[src/rtl/cordic_pkg.sv]
// Shared constants, FSM states and arctangent table for the iterative CORDIC rotator.
// CORDIC_GAIN_COMP_EN adds the gain-compensation state.
package cordic_pkg;

    localparam int unsigned ATAN_W     = 32;
    localparam int unsigned STEP_W     = 5;
    localparam int unsigned KINV       = 39797;
    localparam int unsigned KINV_SHIFT = 16;

    typedef enum logic [1:0] {
        IDLE = 2'd0,
        ITER = 2'd1,
`ifdef CORDIC_GAIN_COMP_EN
        COMP = 2'd2,
`endif
        DONE = 2'd3
    } cordic_state_e;

    // atan(2^-idx) scaled so that 2^32 spans a full turn (pi/4 = 2^29)
    function automatic logic [ATAN_W-1:0] atan_full(input logic [STEP_W-1:0] idx);
        case (idx)
            5'd0:  return 32'd536870912;
            5'd1:  return 32'd316933406;
            5'd2:  return 32'd167458907;
            5'd3:  return 32'd85004756;
            5'd4:  return 32'd42667331;
            5'd5:  return 32'd21354465;
            5'd6:  return 32'd10679838;
            5'd7:  return 32'd5340245;
            5'd8:  return 32'd2670163;
            5'd9:  return 32'd1335087;
            5'd10: return 32'd667544;
            5'd11: return 32'd333772;
            5'd12: return 32'd166886;
            5'd13: return 32'd83443;
            5'd14: return 32'd41722;
            5'd15: return 32'd20861;
            5'd16: return 32'd10430;
            5'd17: return 32'd5215;
            5'd18: return 32'd2608;
            5'd19: return 32'd1304;
            5'd20: return 32'd652;
            5'd21: return 32'd326;
            5'd22: return 32'd163;
            5'd23: return 32'd81;
            5'd24: return 32'd41;
            5'd25: return 32'd20;
            5'd26: return 32'd10;
            5'd27: return 32'd5;
            5'd28: return 32'd3;
            5'd29: return 32'd1;
            5'd30: return 32'd1;
            default: return 32'd0;
        endcase
    endfunction

endpackage

[src/rtl/cordic_stage.sv]
// One CORDIC micro-rotation: shift/add/sub of x, y and the angle accumulator.
module cordic_stage
    import cordic_pkg::*;
#(
    parameter int unsigned XW = 22,
    parameter int unsigned AW = 20
) (
    input  logic signed [XW-1:0]     x_i,
    input  logic signed [XW-1:0]     y_i,
    input  logic signed [AW-1:0]     z_i,
    input  logic        [STEP_W-1:0] shift_i,
    input  logic signed [AW-1:0]     atan_i,
    input  logic                     cw_i,
    output logic signed [XW-1:0]     x_o,
    output logic signed [XW-1:0]     y_o,
    output logic signed [AW-1:0]     z_o
);

    logic signed [XW-1:0] x_sh;
    logic signed [XW-1:0] y_sh;

    always_comb begin
        x_sh = x_i >>> shift_i;
        y_sh = y_i >>> shift_i;
        if (cw_i) begin
            x_o = x_i + y_sh;
            y_o = y_i - x_sh;
            z_o = z_i + atan_i;
        end else begin
            x_o = x_i - y_sh;
            y_o = y_i + x_sh;
            z_o = z_i - atan_i;
        end
    end

endmodule

[src/rtl/cordic_rotator_q.sv]
// Iterative CORDIC rotator/vectorer with valid/ready handshakes, one micro-rotation per clock.
// Define CORDIC_GAIN_COMP_EN to scale x/y by 1/K in an extra COMP cycle.
module cordic_rotator_q
    import cordic_pkg::*;
#(
    parameter int unsigned DATA_W  = 16,
    parameter int unsigned GUARD_W = 4,
    parameter int unsigned ITERS   = 16
) (
    input  logic                     clock,
    input  logic                     reset_n,
    input  logic                     in_valid,
    output logic                     in_ready,
    input  logic                     in_vector,
    input  logic signed [DATA_W-1:0] in_angle,
    input  logic signed [DATA_W-1:0] in_x,
    input  logic signed [DATA_W-1:0] in_y,
    output logic                     out_valid,
    input  logic                     out_ready,
    output logic signed [DATA_W-1:0] out_angle,
    output logic signed [DATA_W-1:0] out_x,
    output logic signed [DATA_W-1:0] out_y
);

    localparam int unsigned XW = DATA_W + GUARD_W + 2;
    localparam int unsigned AW = DATA_W + GUARD_W;
    localparam int unsigned OW = DATA_W + 2;
    localparam logic signed [AW-1:0] QUARTER = {2'b01, {(AW-2){1'b0}}};

    cordic_state_e              state_q;
    logic        [STEP_W-1:0]   step_q;
    logic signed [XW-1:0]       x_q, y_q;
    logic signed [AW-1:0]       z_q;
    logic                       vec_q;
    logic                       out_valid_q;
    logic signed [DATA_W-1:0]   out_x_q, out_y_q, out_angle_q;

    logic                       accept;
    logic signed [XW-1:0]       x_ext, y_ext, pre_x, pre_y;
    logic signed [AW-1:0]       pre_z, atan_step, stg_z;
    logic signed [XW-1:0]       stg_x, stg_y;
    logic                       cw;
    logic                       last_step;

    // Clamp a guard-stripped accumulator to the signed output range
    function automatic logic signed [DATA_W-1:0] sat(input logic signed [OW-1:0] v);
        if ((v[OW-1:DATA_W-1] == 3'b000) || (v[OW-1:DATA_W-1] == 3'b111))
            return v[DATA_W-1:0];
        return v[OW-1] ? {1'b1, {(DATA_W-1){1'b0}}} : {1'b0, {(DATA_W-1){1'b1}}};
    endfunction

    assign in_ready  = (state_q == IDLE) || ((state_q == DONE) && out_ready);
    assign accept    = in_valid && in_ready;
    assign last_step = (step_q == STEP_W'(ITERS - 1));
    assign cw        = vec_q ? ~y_q[XW-1] : z_q[AW-1];
    assign atan_step = AW'(atan_full(step_q) >> (ATAN_W - AW));

    // Quadrant pre-rotation so the iterations only need to cover +-pi/2
    always_comb begin
        x_ext = {{2{in_x[DATA_W-1]}}, in_x, {GUARD_W{1'b0}}};
        y_ext = {{2{in_y[DATA_W-1]}}, in_y, {GUARD_W{1'b0}}};
        pre_x = x_ext;
        pre_y = y_ext;
        pre_z = {in_angle, {GUARD_W{1'b0}}};
        if (in_vector) begin
            pre_z = '0;
            if (in_x[DATA_W-1]) begin
                if (!in_y[DATA_W-1]) begin
                    pre_x = y_ext;
                    pre_y = -x_ext;
                    pre_z = QUARTER;
                end else begin
                    pre_x = -y_ext;
                    pre_y = x_ext;
                    pre_z = -QUARTER;
                end
            end
        end else begin
            case (in_angle[DATA_W-1 -: 2])
                2'b01: begin
                    pre_x = -y_ext;
                    pre_y = x_ext;
                    pre_z = pre_z - QUARTER;
                end
                2'b10: begin
                    pre_x = y_ext;
                    pre_y = -x_ext;
                    pre_z = pre_z + QUARTER;
                end
                default: ;
            endcase
        end
    end

    cordic_stage #(
        .XW (XW),
        .AW (AW)
    ) u_stage (
        .x_i     (x_q),
        .y_i     (y_q),
        .z_i     (z_q),
        .shift_i (step_q),
        .atan_i  (atan_step),
        .cw_i    (cw),
        .x_o     (stg_x),
        .y_o     (stg_y),
        .z_o     (stg_z)
    );

`ifdef CORDIC_GAIN_COMP_EN
    logic signed [XW+17:0] kinv_s, prod_x, prod_y;
    assign kinv_s = (XW+18)'(KINV);
    assign prod_x = $signed({{18{x_q[XW-1]}}, x_q}) * kinv_s;
    assign prod_y = $signed({{18{y_q[XW-1]}}, y_q}) * kinv_s;
`endif

    always_ff @(posedge clock or negedge reset_n) begin
        if (!reset_n) begin
            state_q     <= IDLE;
            step_q      <= '0;
            x_q         <= '0;
            y_q         <= '0;
            z_q         <= '0;
            vec_q       <= 1'b0;
            out_valid_q <= 1'b0;
            out_x_q     <= '0;
            out_y_q     <= '0;
            out_angle_q <= '0;
        end else begin
            if (accept) begin
                x_q     <= pre_x;
                y_q     <= pre_y;
                z_q     <= pre_z;
                vec_q   <= in_vector;
                step_q  <= '0;
                state_q <= ITER;
            end
            case (state_q)
                ITER: begin
                    x_q    <= stg_x;
                    y_q    <= stg_y;
                    z_q    <= stg_z;
                    step_q <= step_q + STEP_W'(1);
                    if (last_step) begin
`ifdef CORDIC_GAIN_COMP_EN
                        state_q     <= COMP;
`else
                        out_x_q     <= sat(OW'(stg_x >>> GUARD_W));
                        out_y_q     <= sat(OW'(stg_y >>> GUARD_W));
                        out_angle_q <= stg_z[AW-1:GUARD_W];
                        out_valid_q <= 1'b1;
                        state_q     <= DONE;
`endif
                    end
                end
`ifdef CORDIC_GAIN_COMP_EN
                COMP: begin
                    out_x_q     <= sat(OW'(prod_x >>> (KINV_SHIFT + GUARD_W)));
                    out_y_q     <= sat(OW'(prod_y >>> (KINV_SHIFT + GUARD_W)));
                    out_angle_q <= z_q[AW-1:GUARD_W];
                    out_valid_q <= 1'b1;
                    state_q     <= DONE;
                end
`endif
                DONE: begin
                    if (out_ready) begin
                        out_valid_q <= 1'b0;
                        if (!in_valid) state_q <= IDLE;
                    end
                end
                default: ;
            endcase
        end
    end

    assign out_valid = out_valid_q;
    assign out_x     = out_x_q;
    assign out_y     = out_y_q;
    assign out_angle = out_angle_q;

endmodule

[config.mk]
export PLATFORM = sky130hd
export DESIGN_NAME = cordic_rotator_q
export DESIGN_NICKNAME = d
export VERILOG_FILES = /design/src/rtl/cordic_pkg.sv /design/src/rtl/cordic_stage.sv /design/src/rtl/cordic_rotator_q.sv
export SDC_FILE = /design/constraint.sdc
export NUM_CORES = 1
export LEC_CHECK = 0
export ABC_AREA = 0
export CAP_MARGIN = 40
export CORE_MARGIN = 5
export CORE_UTILIZATION = 45
export DETAILED_ROUTE_END_ITERATION = 8
export PLACE_DENSITY = 0.72
export SETUP_SLACK_MARGIN = 0.1
export SLEW_MARGIN = 0
export SYNTH_ARGS = -nofsm -noshare
export SYNTH_HDL_FRONTEND = slang
export SYNTH_HIERARCHICAL = 1
export SYNTH_SLANG_ARGS = --single-unit
[constraint.sdc]
create_clock -name clock -period 6.6 [get_ports clock]
set_input_delay 0.66 -clock clock [delete_from_list [all_inputs] [get_ports clock]]
set_output_delay 0.66 -clock clock [all_outputs]
set_load 0.005 [all_outputs]
==> metrics.cfg <==
[die]
dieArea_sq_mm=0.0358
die_w_um=189
die_h_um=189
ios=103
start_util=0.457
num_rows=65
core_area_sq_mm=0.0316

[finish]
fin_nets=1979
layout-drive-gt1-share=0.119
final_common_cell=nand2_1
layout_common_cells=188 x nand2_1, 161 x a21oi_1, 152 x nor2_1, 118 x dfrtp_1, 101 x clkdlybuf4s50_1
diodes=0
area_delta_synth_final_pct=14.2

[synth]
synth-warning-count=6
synth_edf_count=0
syn_area_per_cell_sq_um=8.04
synth_seq_cells=121
ys_seq_area_frac=0.209
ys_types=93
syn-cell-area_sq_mm=0.0145
netlist_instances=1798
synth_ff_type=dfrtp_1
async_flop_share=1.00

[timing]
tightest_slew_ps=973
rsz0062_at_grt=false
fin_skew_ps=17.7
slew_viol_final=0
setup-violations-final=0
min_period_ps=6180
fmax_ghz=0.162
hold_violations=0
min_period_over_period=0.936
tns_ps=0
slew_headroom=0.345

[worst_setup_path]
r2r_cells=22
critPathKind=flop to flop
worst_path_max_delay_cell=mux4_2
cp-end-kind=flop
worst_setup_path_start_kind=flop
cpPeakStageDelay_ps=540
crit_fanout=28
cp_cell_sequence=buf_12 > buf_4 > mux4_2 > mux2_2 > a221o_1 > nor4b_2 > nand2_1 > nor4_4 > a211oi_1 > nor2_1 > o21a_1 > ha_1 > a21o_1 > a21o_1 > a22oi_1 > o21ai_0 > o31ai_1 > a21oi_1 > xnor2_2 > nand3_1 > and2_2 > o31ai_1
cp.arrival_ps=6500
cp_data_required_time_ps=6920

[drt]
vias=14800
drc=0
routed_via_density=6.58
drt-initial-drc-count=1811
dr.pass1.iters=6
detail_route.wirelength_mm=52.2
wl_per_cell_um=23.2
ant_nets=0

[clocking]
htreeDepth=4
ctsLongestPathBuffers=2
cts_tree=built
cts.sinks=121
clkLatencyLatePin_ps=450
cts_root_buf=clkbuf_16
cts_buffers=17
holdBufCountCts=0
clkTransAtPathRegs_ps=70

[min_path]
hold_class=primary input to asynchronous set/reset pin

[grt]
grt_pass1_vias=14000
grt_pass1_wl_mm=80.8
grt.total_usage=0.284
overflow=0
grt_max_degree=65
antenna_found_initial=0

[placed_design]
numPortBuffers=102
gp_congestion=1.06
place_hpwl_mm=38.5

[run_status]
status=finished, final reports clean

[flow_run]
drv_cap=0

==> worst max-delay path: cells and delay by family (launching register included) <==
family | cells | cell delay (ps)
XOR/XNOR | 1 | 250
flip-flops | 1 | 500
AND/OR/NAND/NOR | 6 | 1600
multiplexers | 2 | 830
AO/OA/AOI/OAI | 10 | 2080
buffers and inverters | 2 | 490
adder cells (fa/ha/maj) | 1 | 260
==> Yosys cell counts, types with 12 or more instances <==
cell | instances | share of area
nor2b_1 | 15 | 0.0065
nor2_1 | 154 | 0.040
o21ai_0 | 99 | 0.034
nand2_1 | 189 | 0.049
xor2_1 | 54 | 0.033
buf_2 | 27 | 0.0093
o211ai_1 | 12 | 0.0062
o22ai_1 | 18 | 0.0078
and2_1 | 13 | 0.0056
xnor2_1 | 87 | 0.053
a22oi_1 | 27 | 0.014
dfrtp_1 | 121 | 0.21
clkbuf_1 | 95 | 0.025
a21o_1 | 25 | 0.013
nand2b_1 | 14 | 0.0061
a211oi_1 | 17 | 0.0088
and3_1 | 20 | 0.0087
a21oi_1 | 162 | 0.056
mux2i_1 | 30 | 0.021
nor3_1 | 52 | 0.018
inv_1 | 50 | 0.013
nand3_1 | 47 | 0.016
a31oi_1 | 28 | 0.012
mux4_2 | 48 | 0.075
ha_1 | 84 | 0.073
o31ai_1 | 48 | 0.025
nand4_1 | 12 | 0.0052
o21a_1 | 12 | 0.0062
mux2_2 | 36 | 0.028
==> state kept, by name (all words and copies together) (netlist names) <==
name / count
out_y: 16
out_valid: 1
vec_q: 1
x_q: 22
y_q: 22
state_q: 2
step_q: 5
z_q: 20
out_x: 16
out_angle: 16
==> timing repair <==
item / CTS / global route
endpoints found under the setup margin: 0 / 31
setup buffers: 0 / 6
resized for setup: 0 / 13
==> final timing paths <==
path                            slack [ps]       from         to
worst min register to register         480    z_q[18]    z_q[18]
max in group asynchronous             4920    reset_n  out_y[15]
worst min-delay path                   290    reset_n    z_q[19]
worst max-delay path                   420  step_q[1]   out_y[8]
min in group clock                     480    z_q[18]    z_q[18]
worst max register to register         420  step_q[1]   out_y[8]
==> area by class of cell <==
class	instances	area (sq um)
well taps	402	503
clock inverters	14	159
clock buffers	18	439
fillers	2954	15100
multi-input cells	1486	10700
repair buffers	160	1470
inverters	53	199
flip-flops and latches	121	3030
==> through the flow <==
stage	cell area, sq um	hold slack [ps]	instances	setup WS [ps]	util
floorplan	14500	364	1799	645	-
detailed placement	15800	467	2216	188	0.500
global route	16500	346	2254	79.9	0.522
finish	16500	288	2254	423	0.522
CTS	16400	315	2248	158	0.518
global placement	15800	466	2215	355	0.499
==> cells by family (layout without fill, tap and decap cells) <==
group                    after synthesis  in the layout  share of synthesized area
AND/OR/NAND/NOR                      577            577                      0.190
AO/OA/AOI/OAI                        564            564                      0.256
buffers and inverters                192            245                     0.0568
XOR/XNOR                             141            141                     0.0854
flip-flops                           121            121                      0.209
multiplexers                         115            115                      0.125
adder cells (fa/ha/maj)               87             87                     0.0768
other                                  1              2                   0.000259
==> metal layers <==
layer  global-route usage  vias to the layer above  routed length, um
met5                    0                        -                  0
met4                0.156                        0               3140
met3               0.0596                      159               4950
met2                0.442                      883              23400
met1                0.371                     7033              20700
li1                     -                     6765                  -
Power is not shown: default switching activity piles up to over one toggle a cycle in this logic, so the estimate is an artifact.
